==> config.mk <==
export PLATFORM = sky130hd
export DESIGN_NAME = btn_cmd_scheduler
export DESIGN_NICKNAME = d
export VERILOG_FILES = /design/src/rtl/btn_cmd_pkg.sv /design/src/rtl/btn_debounce.sv /design/src/rtl/btn_cmd_scheduler.sv
export SDC_FILE = /design/constraint.sdc
export NUM_CORES = 1
export LEC_CHECK = 0
export CAP_MARGIN = 10
export CORE_AREA = 2 2 64 66
export CTS_BUF_LIST = sky130_fd_sc_hd__clkbuf_4
export DETAILED_ROUTE_END_ITERATION = 6
export DIE_AREA = 0 0 66 68
export PLACE_DENSITY = 0.88
export SYNTH_ARGS = -nofsm -noshare
export SYNTH_HDL_FRONTEND = slang
export SYNTH_HIERARCHICAL = 1
export SYNTH_SLANG_ARGS = --single-unit
==> constraint.sdc <==
create_clock -name clk -period 2.3 [get_ports clk]
set_clock_uncertainty 0.15 [all_clocks]
set_input_delay 0.46 -clock clk [delete_from_list [all_inputs] [get_ports clk]]
set_output_delay 0.46 -clock clk [all_outputs]
set_load 0.02 [all_outputs]
==> src/rtl/btn_cmd_pkg.sv <==
// Shared types for the button command scheduler: FSM states, command selector
// and button lane indices.
package btn_cmd_pkg;

  typedef enum logic [1:0] {IDLE, ISSUE, WAIT_ACK, WAIT_DONE} state_t;
  typedef enum logic [1:0] {CMD_NONE, CMD_RUN, CMD_CLR} cmd_t;

  localparam int NUM_BTN = 2;
  localparam int BTN_RUN = 0;
  localparam int BTN_CLR = 1;

endpackage

==> src/rtl/btn_debounce.sv <==
// Counter debouncer for one active-low button: the stable level flips only after
// DEB_CYCLES consecutive cycles of disagreement, and a 1->0 flip emits a press pulse.
module btn_debounce #(
  parameter int DEB_W      = 16,
  parameter int DEB_CYCLES = 50000
) (
  input  logic clk,
  input  logic Reset,
  input  logic raw_n,
  output logic stable_n,
  output logic press
);

  logic [DEB_W-1:0] cnt_q, cnt_d;
  logic             stable_q, stable_d;
  logic             press_q, press_d;

  always_comb begin
    cnt_d    = '0;
    stable_d = stable_q;
    press_d  = 1'b0;
    if (raw_n != stable_q) begin
      if (cnt_q == DEB_W'(DEB_CYCLES - 1)) begin
        stable_d = raw_n;
        press_d  = ~raw_n;  // only the falling (pressed) transition is an event
      end else begin
        cnt_d = cnt_q + 1'b1;
      end
    end
  end

  always_ff @(posedge clk) begin
    if (!Reset) begin
      cnt_q    <= '0;
      stable_q <= 1'b1;
      press_q  <= 1'b0;
    end else begin
      cnt_q    <= cnt_d;
      stable_q <= stable_d;
      press_q  <= press_d;
    end
  end

  assign stable_n = stable_q;
  assign press    = press_q;

endmodule

==> src/rtl/btn_cmd_scheduler.sv <==
// Turns debounced Run / ClearA_LoadB presses into single-cycle datapath commands,
// one in flight at a time, Clear first, completion tracked via dp_busy.
module btn_cmd_scheduler
  import btn_cmd_pkg::*;
#(
  parameter int DEB_W      = 16,
  parameter int DEB_CYCLES = 50000,
  parameter int ACK_CYCLES = 4
) (
  input  logic clk,
  input  logic Reset,
  input  logic run_btn_n,
  input  logic clr_btn_n,
  input  logic dp_busy,
  output logic cmd_run,
  output logic cmd_clr,
  output logic ctrl_busy,
  output logic run_pend,
  output logic clr_pend
);

  localparam int ACK_TW = $clog2(ACK_CYCLES + 1);

  logic [NUM_BTN-1:0] raw_n, stable_n, press;
  logic [NUM_BTN-1:0] pend_q, pend_d, pend_clr;
  state_t             state_q, state_d;
  cmd_t               sel_q, sel_d;
  logic [ACK_TW-1:0]  timer_q, timer_d;
  logic               cmd_run_q, cmd_run_d;
  logic               cmd_clr_q, cmd_clr_d;

  assign raw_n = {clr_btn_n, run_btn_n};

  for (genvar b = 0; b < NUM_BTN; b++) begin : g_deb
    btn_debounce #(
      .DEB_W      (DEB_W),
      .DEB_CYCLES (DEB_CYCLES)
    ) u_deb (
      .clk      (clk),
      .Reset    (Reset),
      .raw_n    (raw_n[b]),
      .stable_n (stable_n[b]),
      .press    (press[b])
    );
  end

  always_ff @(posedge clk) begin
    if (!Reset) begin
      state_q <= IDLE;
      sel_q   <= CMD_NONE;
    end else begin
      state_q <= state_d;
      sel_q   <= sel_d;
    end
  end

  always_comb begin
    state_d = state_q;
    sel_d   = sel_q;
    case (state_q)
      IDLE: begin
        if (pend_q[BTN_CLR]) begin
          sel_d   = CMD_CLR;
          state_d = ISSUE;
        end else if (pend_q[BTN_RUN]) begin
          sel_d   = CMD_RUN;
          state_d = ISSUE;
        end
      end
      ISSUE:     state_d = WAIT_ACK;
      WAIT_ACK: begin
        // no busy within the window means the datapath finished in one cycle
        if (dp_busy)                         state_d = WAIT_DONE;
        else if (timer_q == ACK_TW'(1))      state_d = IDLE;
      end
      WAIT_DONE: if (!dp_busy) state_d = IDLE;
      default:   state_d = IDLE;
    endcase
  end

  always_comb begin
    cmd_run_d = (state_d == ISSUE) && (sel_d == CMD_RUN);
    cmd_clr_d = (state_d == ISSUE) && (sel_d == CMD_CLR);
  end

  always_comb begin
    timer_d  = timer_q;
    pend_clr = '0;
    if (state_q == ISSUE) begin
      timer_d = ACK_TW'(ACK_CYCLES);
      if (sel_q == CMD_RUN) pend_clr[BTN_RUN] = 1'b1;
      if (sel_q == CMD_CLR) pend_clr[BTN_CLR] = 1'b1;
    end else if (state_q == WAIT_ACK && !dp_busy) begin
      timer_d = timer_q - 1'b1;
    end
    // a new press beats a same-cycle issue clear; a press onto a set flag is absorbed
    pend_d = (press & ~stable_n) | (pend_q & ~pend_clr);
  end

  always_ff @(posedge clk) begin
    if (!Reset) begin
      timer_q   <= '0;
      pend_q    <= '0;
      cmd_run_q <= 1'b0;
      cmd_clr_q <= 1'b0;
    end else begin
      timer_q   <= timer_d;
      pend_q    <= pend_d;
      cmd_run_q <= cmd_run_d;
      cmd_clr_q <= cmd_clr_d;
    end
  end

  assign cmd_run   = cmd_run_q;
  assign cmd_clr   = cmd_clr_q;
  assign ctrl_busy = (state_q != IDLE);
  assign run_pend  = pend_q[BTN_RUN];
  assign clr_pend  = pend_q[BTN_CLR];

endmodule

# After elaboration in Yosys (flattened, before gate mapping)
# Index checks and enable logic that the tools add are counted.
[op_classes]
addsub = 3
n_mux = 14
eq_ne = 13
bitwise_logic = 10
n_reduce_logical = 14
[ops]
columns = ["op", "n"]
rows = [
  ["16-bit by 1-bit adder with 16-bit output (second input constant)", 2],
  ["16-bit == test (second input constant)", 2],
  ["2-bit 2-to-1 mux", 9],
  ["2-bit by 1-bit == test with 1-bit output (second input constant)", 4],
  ["2-bit == test (second input constant)", 4],
  ["2-bit one-hot mux with 4 select lines", 1],
  ["3-bit 2-to-1 mux", 2],
  ["3-bit AND reduction", 2],
  ["3-bit OR reduction", 2],
  ["1-bit NOT", 5],
  ["2-bit bitwise AND", 2],
  ["2-bit NOT", 2],
  ["2-bit AND reduction", 2],
  ["2-bit nonzero test", 2],
  ["3-bit by 1-bit == test with 1-bit output (second input constant)", 1],
  ["1-bit logical AND", 3],
  ["3-bit by 1-bit subtractor with 3-bit output (second input constant)", 1],
  ["2-bit logical NOT", 1],
  ["1-bit 2-to-1 mux", 2],
  ["1-bit inequality test", 2],
  ["2-bit OR", 1],
  ["2-bit OR reduction", 1],
  ["1-bit logical NOT", 1],
]
[totals]
reg_bits = 47
output_inout_bits = 5
word_cells = 67
in_bits = 5

# Logic depth before layout (Yosys ltp)
# Gate-level depths: netlist of the first run.
[logic_depth]
ltp_word = 6
depth_mapped = 6
depth_no_buf = 5

# Modules after synthesis
# The synthesis of the first run kept the hierarchy.
[modules_own_cells]
columns = ["module", "area_each_um2", "instances", "seq_area_each_um2", "cells_per_inst"]
rows = [
  ["btn_debounce", 819.5, 2, 360.3, 90],
  ["btn_cmd_scheduler", 543.0, 1, 220.2, 59],
]

# Worst setup path before layout of the first run
# Ideal clock, no wire load.
[synth_timing]
path_type = "register -> register"
from = "register g_deb[0].u_deb.cnt_q[0]"
to = "register g_deb[0].u_deb.cnt_q[9]"
setup_slack_ns = 0.585
arrival_time_ns = 1.451
path_stages_with_launch = 7
synth_period_minus_slack_ns = 1.715
required_time_ns = 2.035
setup_ns = 0.115
path_buffers = 1
path_cell_list = "dfxtp_1 -> ha_1 -> and3_1 -> nand4b_1 -> o211ai_2 -> buf_4 -> nor2_1"
[synth_via]
elab_chain_len = 2
elab_cells_between_ends = 3
classes_between = "add/sub (1); eq/ne (1); reduce/logical (1)"
[synth_rtl]
columns = ["item", "line", "text"]
rows = [
  ["from (decl)", "btn_debounce.sv:14", "logic [DEB_W-1:0] cnt_q, cnt_d;"],
  ["from (signal assigned)", "btn_debounce.sv:38", "cnt_q <= cnt_d;"],
  ["parallel branches: the longest is 2 deep, another holds 16-bit by 1-bit adder with 16-bit output", "n/a", ""],
]
# Parallel ways; which one is timed is not known.
# A chain may end at the register's enable or synchronous reset.

# Worst setup path in the final report of the first run
[layout_timing]
from = "register state_q[1]"
to = "output port ctrl_busy"
[layout_via]
elab_chain_len = 1
[layout_rtl]
columns = ["item", "line", "text"]
rows = [
  ["from (decl)", "btn_cmd_scheduler.sv:26", "state_t state_q, state_d;"],
  ["from (signal assigned)", "btn_cmd_scheduler.sv:52", "state_q <= state_d;"],
  ["2-bit nonzero test", "btn_cmd_scheduler.sv:116", "assign ctrl_busy = (state_q != IDLE);"],
  ["to (decl)", "btn_cmd_scheduler.sv:17", "output logic ctrl_busy,"],
]
# No other way between the ends.

==> results.md, run 1 <==
Run status:
- The run finished with clean final reports.

Worst setup path:
- The signal on the critical path passes through nor2_4 -> inv_1 -> clkdlybuf4s50_1.
- The path depth of the worst reg2reg path is 5.
- The slowest stage of the critical path belongs to the cell sky130_fd_sc_hd__clkdlybuf4s50_1.
- Data on the critical path arrives at its endpoint at 1.58 ns.
- On the worst path, the slowest cell contributes a delay of 0.53 ns.
- The required time at the worst-slack endpoint is 1.69 ns.
- STA classifies the critical path startpoint as a flip-flop.
- The critical path class is reg2out.
- The worst setup path is captured at an output pin.
- The launching instance or port of the critical path is state_q[1].
- The startpoint identified for the worst register-to-register timing path is g_deb[0].u_deb/cnt_q[0].
- Of all nets on the critical path, the largest fanout is 11.

Job:
- Across the run, the number of max-cap violations was 0.

CTS:
- The H-tree generated during clock tree synthesis spans 2 levels.
- After clock tree synthesis, the clock-pin slew on the worst setup and hold paths is 0.15 ns.
- The clock drives 47 sinks.
- The number of hold buffers added after CTS was 0.
- Clock tree synthesis selected as its root buffer the cell sky130_fd_sc_hd__clkbuf_4.
- No sink is reached through more buffers than the 2 on the longest clock path.
- The clock reaches the later pin of the worst-skew pair after 0.37 ns.
- In this run, CTS created clock tree buffers numbering 5.
- The clock tree from TritonCTS is yes.

Drt:
- After detailed routing, the number of vias per cell comes to 5.51.
- The count of nets left with antenna violations after detail routing is 0.
- The wire length per cell is 12.9 um.
- The post-route DRC violation count is 0.
- The number of DRC violations after detailed-routing iteration 0 is 119.
- The number of vias after detailed routing is 1,663.
- The detailed-routing iteration count for the pre-antenna-repair pass is 4.
- The wire length reported by the detailed router is 3.90 mm.

Worst hold path:
- The min-delay analysis places its worst path in the category reg2reg.
- The worst hold path begins at g_deb[1].u_deb/press.
- The cell depth of the worst min-delay path is 2.

Global routing:
- The via count of the first global-routing pass came to 1,518.
- The wire length of the first global-routing pass is 6.47 mm.
- Entering global routing, the biggest net connects 17 pins.
- The number of antenna violations at the first check in global routing is 0.
- The combined global-route utilization of all metal layers is 0.187.
- The overall overflow remaining after global route is 0.

Die:
- The standard cell core area is 0.00386 mm2.
- The count of standard-cell rows is 23.
- Pin placement for this block handled 10 I/O pins.
- The die covers 0.00449 mm2.
- The die height is 68 um.
- For this configuration, the core starts out at a cell density of 0.566.
- The die extent in x is 66 um.

Synth:
- The portion of the post-synthesis area used by sequential elements is 0.431.
- The number of distinct library cells after synthesis is 42.
- The top flip-flop cell by instance count after synthesis is sky130_fd_sc_hd__dfxtp_1.
- When the netlist entered floorplanning its net count stood at 248.
- The synthesized design contains 47 register bits.
- By area the synthesized netlist is led by sky130_fd_sc_hd__dfxtp_1 43%, sky130_fd_sc_hd__xnor2_1 9.6%, sky130_fd_sc_hd__nor2_1 6.7%.
- After synthesis, the most frequently instantiated cells are 47 x sky130_fd_sc_hd__dfxtp_1, 39 x sky130_fd_sc_hd__nor2_1, 24 x sky130_fd_sc_hd__xnor2_1.
- During synthesis, Yosys emitted a total of 6 warnings.
- The number of flops mapped to enable cells by yosys is 0.
- Summing every instance area after synthesis gives 0.00218 mm2.
- After synthesis, the mean cell area works out to 9.13 um2.
- The synthesized design spends more area on one cell type than any other, namely sky130_fd_sc_hd__dfxtp_1.
- The share of synthesized area in the top cell type comes to 0.431.
- The instance count of the mapped netlist is 239.
- The most common cell in the synthesized netlist is sky130_fd_sc_hd__dfxtp_1.
- The share of synthesized flip-flops with an asynchronous set or reset is 0.

Pwr:
- IR analysis of the VDD net gives a maximum drop of 0.000487 V.
- The internal power of the cells totals 1.17 mW.
- The sequential fraction of design power is 0.560.
- Of the total power, the clock network draws 0.415.
- Dividing total power by cell area gives a power density of 604 mW/mm2.
- Of the total power, the share spent switching nets is 0.202.
- In this run the power spent charging and discharging nets is 0.295 mW.
- The leakage component of the power is 0.769 nW.
- The combinational fraction of design power is 0.024.

Final layout:
- The area used by multi-input combinational logic is 0.00116 mm2.
- The fill cell instance count of the final layout is 311.
- The number of antenna diodes in the final layout is 0.
- The total non-filler cell area in the finished layout is 0.00242 mm2.
- The synthesis-to-layout area growth is 11.1%.
- The register cell area after layout is 946 um2.
- The net count reported at finish is 260.
- The share of final-layout standard cells stronger than drive strength 1 is 0.0873.

STA:
- In the final timing run, aggregate negative setup slack is 0 ns.
- The hold violation total from the final report was 0.
- Setup repair after global routing left no endpoint under its margin.
- The final worst-path cycle share is 0.953.
- Based on the critical path, the design can be clocked at up to 456 MHz.
- The final period demand of the worst path is 2.19 ns.
- Measured against its own limit, the worst slew margin works out to 0.541.
- The final number of setup-violating endpoints is 0.
- The max-slew violation total from the final report is 0.
- The actual slew at the worst max-slew pin is 0.686 ns.

Place:
- The placed instances occupy a cell area of 0.00230 mm2.
- Routability-driven placement finished with a final weighted congestion of 0.781.
- The HPWL reported at the end of detailed placement is 2.76 mm.
- The count of input and output buffers is 9.
-- power by group through the flow --
stage	Sequential, mW	Combinational (mW)	Clock, mW
finish	0.820	0.0359	0.608
global route	0.821	0.0395	0.648
CTS	0.821	0.0348	0.623
detailed placement	0.839	0.0346	0
global placement	0.839	0.0341	0
floorplan	0.838	0.0199	0
-- per-stage QoR --
step / power [mW] / std cells / hold slack [ns] / setup slack [ns] / util
floorplan: 0.858 / 239 / 0.280 / 0.585 / -
global placement: 0.873 / 294 / 0.285 / 0.303 / 0.598
detailed placement: 0.874 / 294 / 0.292 / 0.204 / 0.598
CTS: 1.48 / 302 / 0.311 / 0.0657 / 0.626
global route: 1.51 / 302 / 0.340 / 0.0256 / 0.628
finish: 1.46 / 302 / 0.308 / 0.107 / 0.628
-- registers in the layout (all words and copies together), names as in the netlist --
name	count
cmd_run	1
pend_q	2
g_deb.u_deb/press	2
g_deb.u_deb/stable_n	2
g_deb.u_deb/cnt_q	32
sel_q	2
timer_q	3
state_q	2
cmd_clr	1
-- worst paths after layout --
path | end | slack, ns
setup / recovery | ctrl_busy | 0.11
hold / removal | pend_q[1] | 0.31
setup reg to reg | g_deb[0].u_deb/cnt_q[7] | 0.21
hold reg to reg | pend_q[1] | 0.31
-- cells in the final DEF (no fill, tap or decap), drive strengths merged, types with 7 or more instances in the layout --
cell type,synthesis,final
nor4,10,10
nor2,40,40
clkdlybuf4s50,0,9
nand2,9,9
nand3,12,12
dfxtp,47,47
xnor2,24,24
inv,15,15
nand2b,7,7
-- repair_timing --
action | CTS | global route
setup buffers | 0 | 0
endpoints found under the setup margin | 1 | 2
hold endpoints to repair | 0 | 0
gates resized for setup | 2 | 2
-- critical path: cells and delay by family (launching register included) --
kind	cells	cell delay, ns
simple gates	1	0.18
buf+inv	2	0.61
flops	1	0.41
-- per-layer routing --
metal  track usage  part of all wire  vias to the layer above
met5             0                 0                        -
met4        0.0791             0.018                        0
met3        0.0444             0.026                        5
met2         0.343              0.51                       19
met1         0.208              0.45                      787
li1              -                 -                      852
-- cell type report --
type	count	share of cell area
clock inverter	3	0.0279
clock buffer	5	0.0155
inverter	15	0.0232
timing repair buffer	10	0.0403
tap	50	0.0258
multi-input combinational	172	0.477
sequential	47	0.390
-- cells by family (layout without fill, tap and decap cells) --
logic type      after synthesis  in the layout  synth area share
compound gates               27             27            0.0877
buf+inv                      20             33            0.0430
simple gates                112            112             0.298
xor+xnor                     28             28             0.112
flops                        47             47             0.431
fa+ha+maj                     4              4            0.0229
mux                           1              1           0.00459
Note: power is estimated with default switching activity, not from simulation.
==> run 2: changes to the inputs <==
==> constraint.sdc (replaced) <==
create_clock -name clk -period 2.45 [get_ports clk]
set_clock_uncertainty 0.15 [all_clocks]
set_input_delay 0.49 -clock clk [delete_from_list [all_inputs] [get_ports clk]]
set_output_delay 0.49 -clock clk [all_outputs]
set_load 0.02 [all_outputs]
==> run 2 against run 1 <==
- clock power decreased by 24%
- wire length up 1.5%
- core utilization is 0.94 points lower
- global-route usage shrank 0.099 points
- register-to-register slack better by 0.11 ns
- first-iteration DRC count decreased by 12%
- power decreased by 13%
- non-clock buffer count did not move
==> results.md, run 2 (synthesis gave the netlist of run 1 again) <==
Worst setup path:
- Tracing the worst setup path back leads to its startpoint at state_q[0].
- The worst setup path is launched from a flip-flop.
- The maximum cell stage delay along the critical path came to 0.60 ns (+0.07 ns).
- The slowest cell on the critical path is sky130_fd_sc_hd__clkdlybuf4s50_1.
- The critical path ends at ctrl_busy.
- The largest fanout of any net on the critical path came to 8 (-3).
- The path depth of the worst reg2reg path is 5 (unchanged).
- The critical path goes through nor2_4 -> inv_1 -> clkdlybuf4s50_1.
- The critical path class is reg2out.
- The reg-to-reg startpoint is g_deb[1].u_deb/cnt_q[0].
- The worst-case register-to-register setup slack came to 0.32 ns (+0.11 ns).
- The data arrival time at the worst-slack endpoint is 1.69 ns (+0.11 ns).
- The required time at the worst-slack endpoint is 1.81 ns (+0.12 ns).
- The terminus of the critical flop-to-flop path is g_deb[1].u_deb/cnt_q[10].
- The kind of capture point of the worst setup path is an output pin.

Die:
- The initial standard-cell utilization of the core came to 0.566 (unchanged).
- The die footprint is 0.00449 mm2 (unchanged).
- The standard cell core area is 0.00386 mm2 (unchanged).
- The die height is 68 um (unchanged).
- The number of placed I/O pins was 10 (unchanged).
- The die extent in x is 66 um (unchanged).
- The count of standard-cell rows is 23 (unchanged).

CTS:
- The clock insertion delay at the later pin of the skew report is 0.37 ns (about the same).
- The maximum level of the CTS H-tree was 2 (unchanged).
- The master cell of the clock root buffer is sky130_fd_sc_hd__clkbuf_4.
- The total CTS buffers was 5 (unchanged).
- The number of buffers between clock root and the deepest sink came to 2 (unchanged).
- TritonCTS built the clock tree.
- The count of clock tree sinks was 47 (unchanged).
- The post-CTS clock slew at the launch and capture registers of the worst setup and hold paths is 0.13 ns (-0.02 ns).

Place:
- The HPWL reported at the end of detailed placement is 2.77 mm (+0.47%).
- The count of input and output buffers is 9 (unchanged).
- The area after detailed placement was 0.00230 mm2 (unchanged).
- The last weighted congestion value of the routability-driven placer came to 0.781 (unchanged).
- The number of cells after detailed placement is 294 (unchanged).

Global routing:
- The number of antenna violations at the first check in global routing came to 0 (unchanged).
- The largest net degree at the start of global routing came to 17 (unchanged).
- The combined global-route utilization of all metal layers is 0.186 (-0.000986).
- The overall overflow remaining after global route was 0 (unchanged).
- The via count of the first global-routing pass came to 1,485 (-2.2%).
- The wire length of the first global-routing pass is 6.35 mm (-1.8%).

STA:
- Setup repair after global routing left no endpoint under its margin.
- The actual slew at the worst max-slew pin came to 0.704 ns (+0.0181 ns).
- Based on the critical path, the design can be clocked at up to 429 MHz.
- The relative slew slack came to 0.529 (-0.0121).
- The final-layout worst hold slack came to 0.314 ns (+0.00588 ns).
- The max-slew violation total from the final report is 0 (unchanged).
- The hold violation total from the final report came to 0 (unchanged).
- The setup TNS is 0 ns (unchanged).
- The final worst-path cycle share is 0.952.
- For the finished layout, the period the worst path requires is 2.33 ns.
- The final number of setup-violating endpoints was 0 (unchanged).

Drt:
- The number of vias after detailed routing is 1,678 (+0.90%).
- The wire length per cell came to 13.1 um (+1.5%).
- The post-route DRC violation count was 0 (unchanged).
- The detailed-routing iteration count for the pre-antenna-repair pass is 4 (unchanged).
- The number of DRC violations after detailed-routing iteration 0 is 105 (-12%).
- The number of vias per cell after detailed routing came to 5.56 (+0.90%).
- The wire length reported by the detailed router is 3.96 mm (+1.5%).
- The count of nets left with antenna violations after detail routing is 0 (unchanged).

Final layout:
- The share of the core filled with cells is 0.619 (-0.00941).
- The number of diodes added for antenna fixing is 0 (unchanged).
- The synthesis-to-layout area growth is 9.40%.
- The number of flip-flops under the largest register name is 32 (unchanged).
- The fill cell instance count of the final layout is 323 (+3.9%).
- The final instance count without filler cells is 302 (unchanged).
- The library cell used most frequently in the layout, excluding fill and tap cells, is sky130_fd_sc_hd__dfxtp_1.
- The largest registers in the layout are g_deb.u_deb/cnt_q (32), timer_q (3).
- Counting flops per register, the top entry is g_deb.u_deb/cnt_q.
- The net count reported at finish was 260 (unchanged).
- The total non-filler cell area in the finished layout is 0.00239 mm2 (-1.5%).
- The top cell types in the final layout, fill and taps aside, are 46 x sky130_fd_sc_hd__dfxtp_1, 39 x sky130_fd_sc_hd__nor2_1, 24 x sky130_fd_sc_hd__xnor2_1, 15 x sky130_fd_sc_hd__inv_1, 10 x sky130_fd_sc_hd__nor4_1.
- The share of final-layout standard cells stronger than drive strength 1 came to 0.0833 (-0.00397).

Pwr:
- The power density of the placed cells was 531 mW/mm2 (-12%).
- The peak supply drop came to 0.000224 V (-54%).
- The leakage component of the power is 0.755 nW (-1.8%).

Run status:
- The flow ran to the end, and the final reports show no timing, DRC or antenna violations.

Job:
- The number of maximum-capacitance violations is 0 (unchanged).

Worst hold path:
- The worst hold path class is reg2reg.
==> run 2: changes by cell type in the layout (fill, tap and decap cells not counted) <==
cell / change
sky130_fd_sc_hd__bufinv_16: -1
sky130_fd_sc_hd__clkinv_2: +1
sky130_fd_sc_hd__clkinv_4: +1
sky130_fd_sc_hd__clkinvlp_4: -1
sky130_fd_sc_hd__dfxtp_1: +1
sky130_fd_sc_hd__dfxtp_4: -1
sky130_fd_sc_hd__o211ai_2: +1
sky130_fd_sc_hd__o211ai_4: -1
==> run 2: how the worst min path moves through the flow <==
| stage | from | end | slack [ns] | cells past startpoint |
|---|---|---|---|---|
| 4_1_cts | g_deb[1].u_deb/press | pend_q[1] | 0.31 | 2 |
| 6_report | g_deb[1].u_deb/press | pend_q[1] | 0.31 | 2 |
| 3_5_place_dp | g_deb[1].u_deb/press | pend_q[1] | 0.30 | 2 |
| 2_1_floorplan | g_deb[0].u_deb/press | pend_q[0] | 0.28 | 2 |
| 5_1_grt | timer_q[1] | timer_q[1] | 0.35 | 2 |
| 3_3_place_gp | g_deb[1].u_deb/press | pend_q[1] | 0.28 | 2 |
==> run 2: repair_timing <==
action,in CTS,in global routing
hold buffers,0,0
setup endpoints to repair,0,1
resized for setup,0,1
buffers inserted,0,0
==> run 2: final cells by class <==
type | count | area (um2) | area share
multi-input combinational | 172 | 1150 | 0.481
timing repair buffer | 10 | 97.6 | 0.0409
clock inverter | 3 | 43.8 | 0.0183
sequential | 47 | 942 | 0.395
clock buffer | 5 | 37.5 | 0.0157
tap | 50 | 62.6 | 0.0262
inverter | 15 | 56.3 | 0.0236
==> run 2: routing by layer <==
metal  vias up  global-route usage  share of wire
met5         -                   0              0
met4         0              0.0893          0.019
met3         7              0.0543          0.035
met2        30               0.327           0.49
met1       789               0.208           0.46
li1        852                   -              -
==> run 2: stage by stage <==
step	power (mW)	worst slack, ns
after floorplan	0.806	0.735
after global placement	0.819	0.452
after detailed placement	0.821	0.361
after CTS	1.29	0.0393
after global routing	1.32	0.0377
final	1.27	0.117
==> run 2: critical path, delay by kind of cell, from the launching register on <==
kind	cells	cell delay, ns
buffers and inverters	2	0.69
and+or+nand+nor	1	0.09
DFF	1	0.55
==> run 2: report_power, final <==
group          internal (mW)  switching [mW]  leakage (nW)
logic                 0.0131          0.0198         0.330
registers              0.767         0.00367         0.380
clock network          0.215           0.249        0.0452
total                  0.995           0.273         0.755
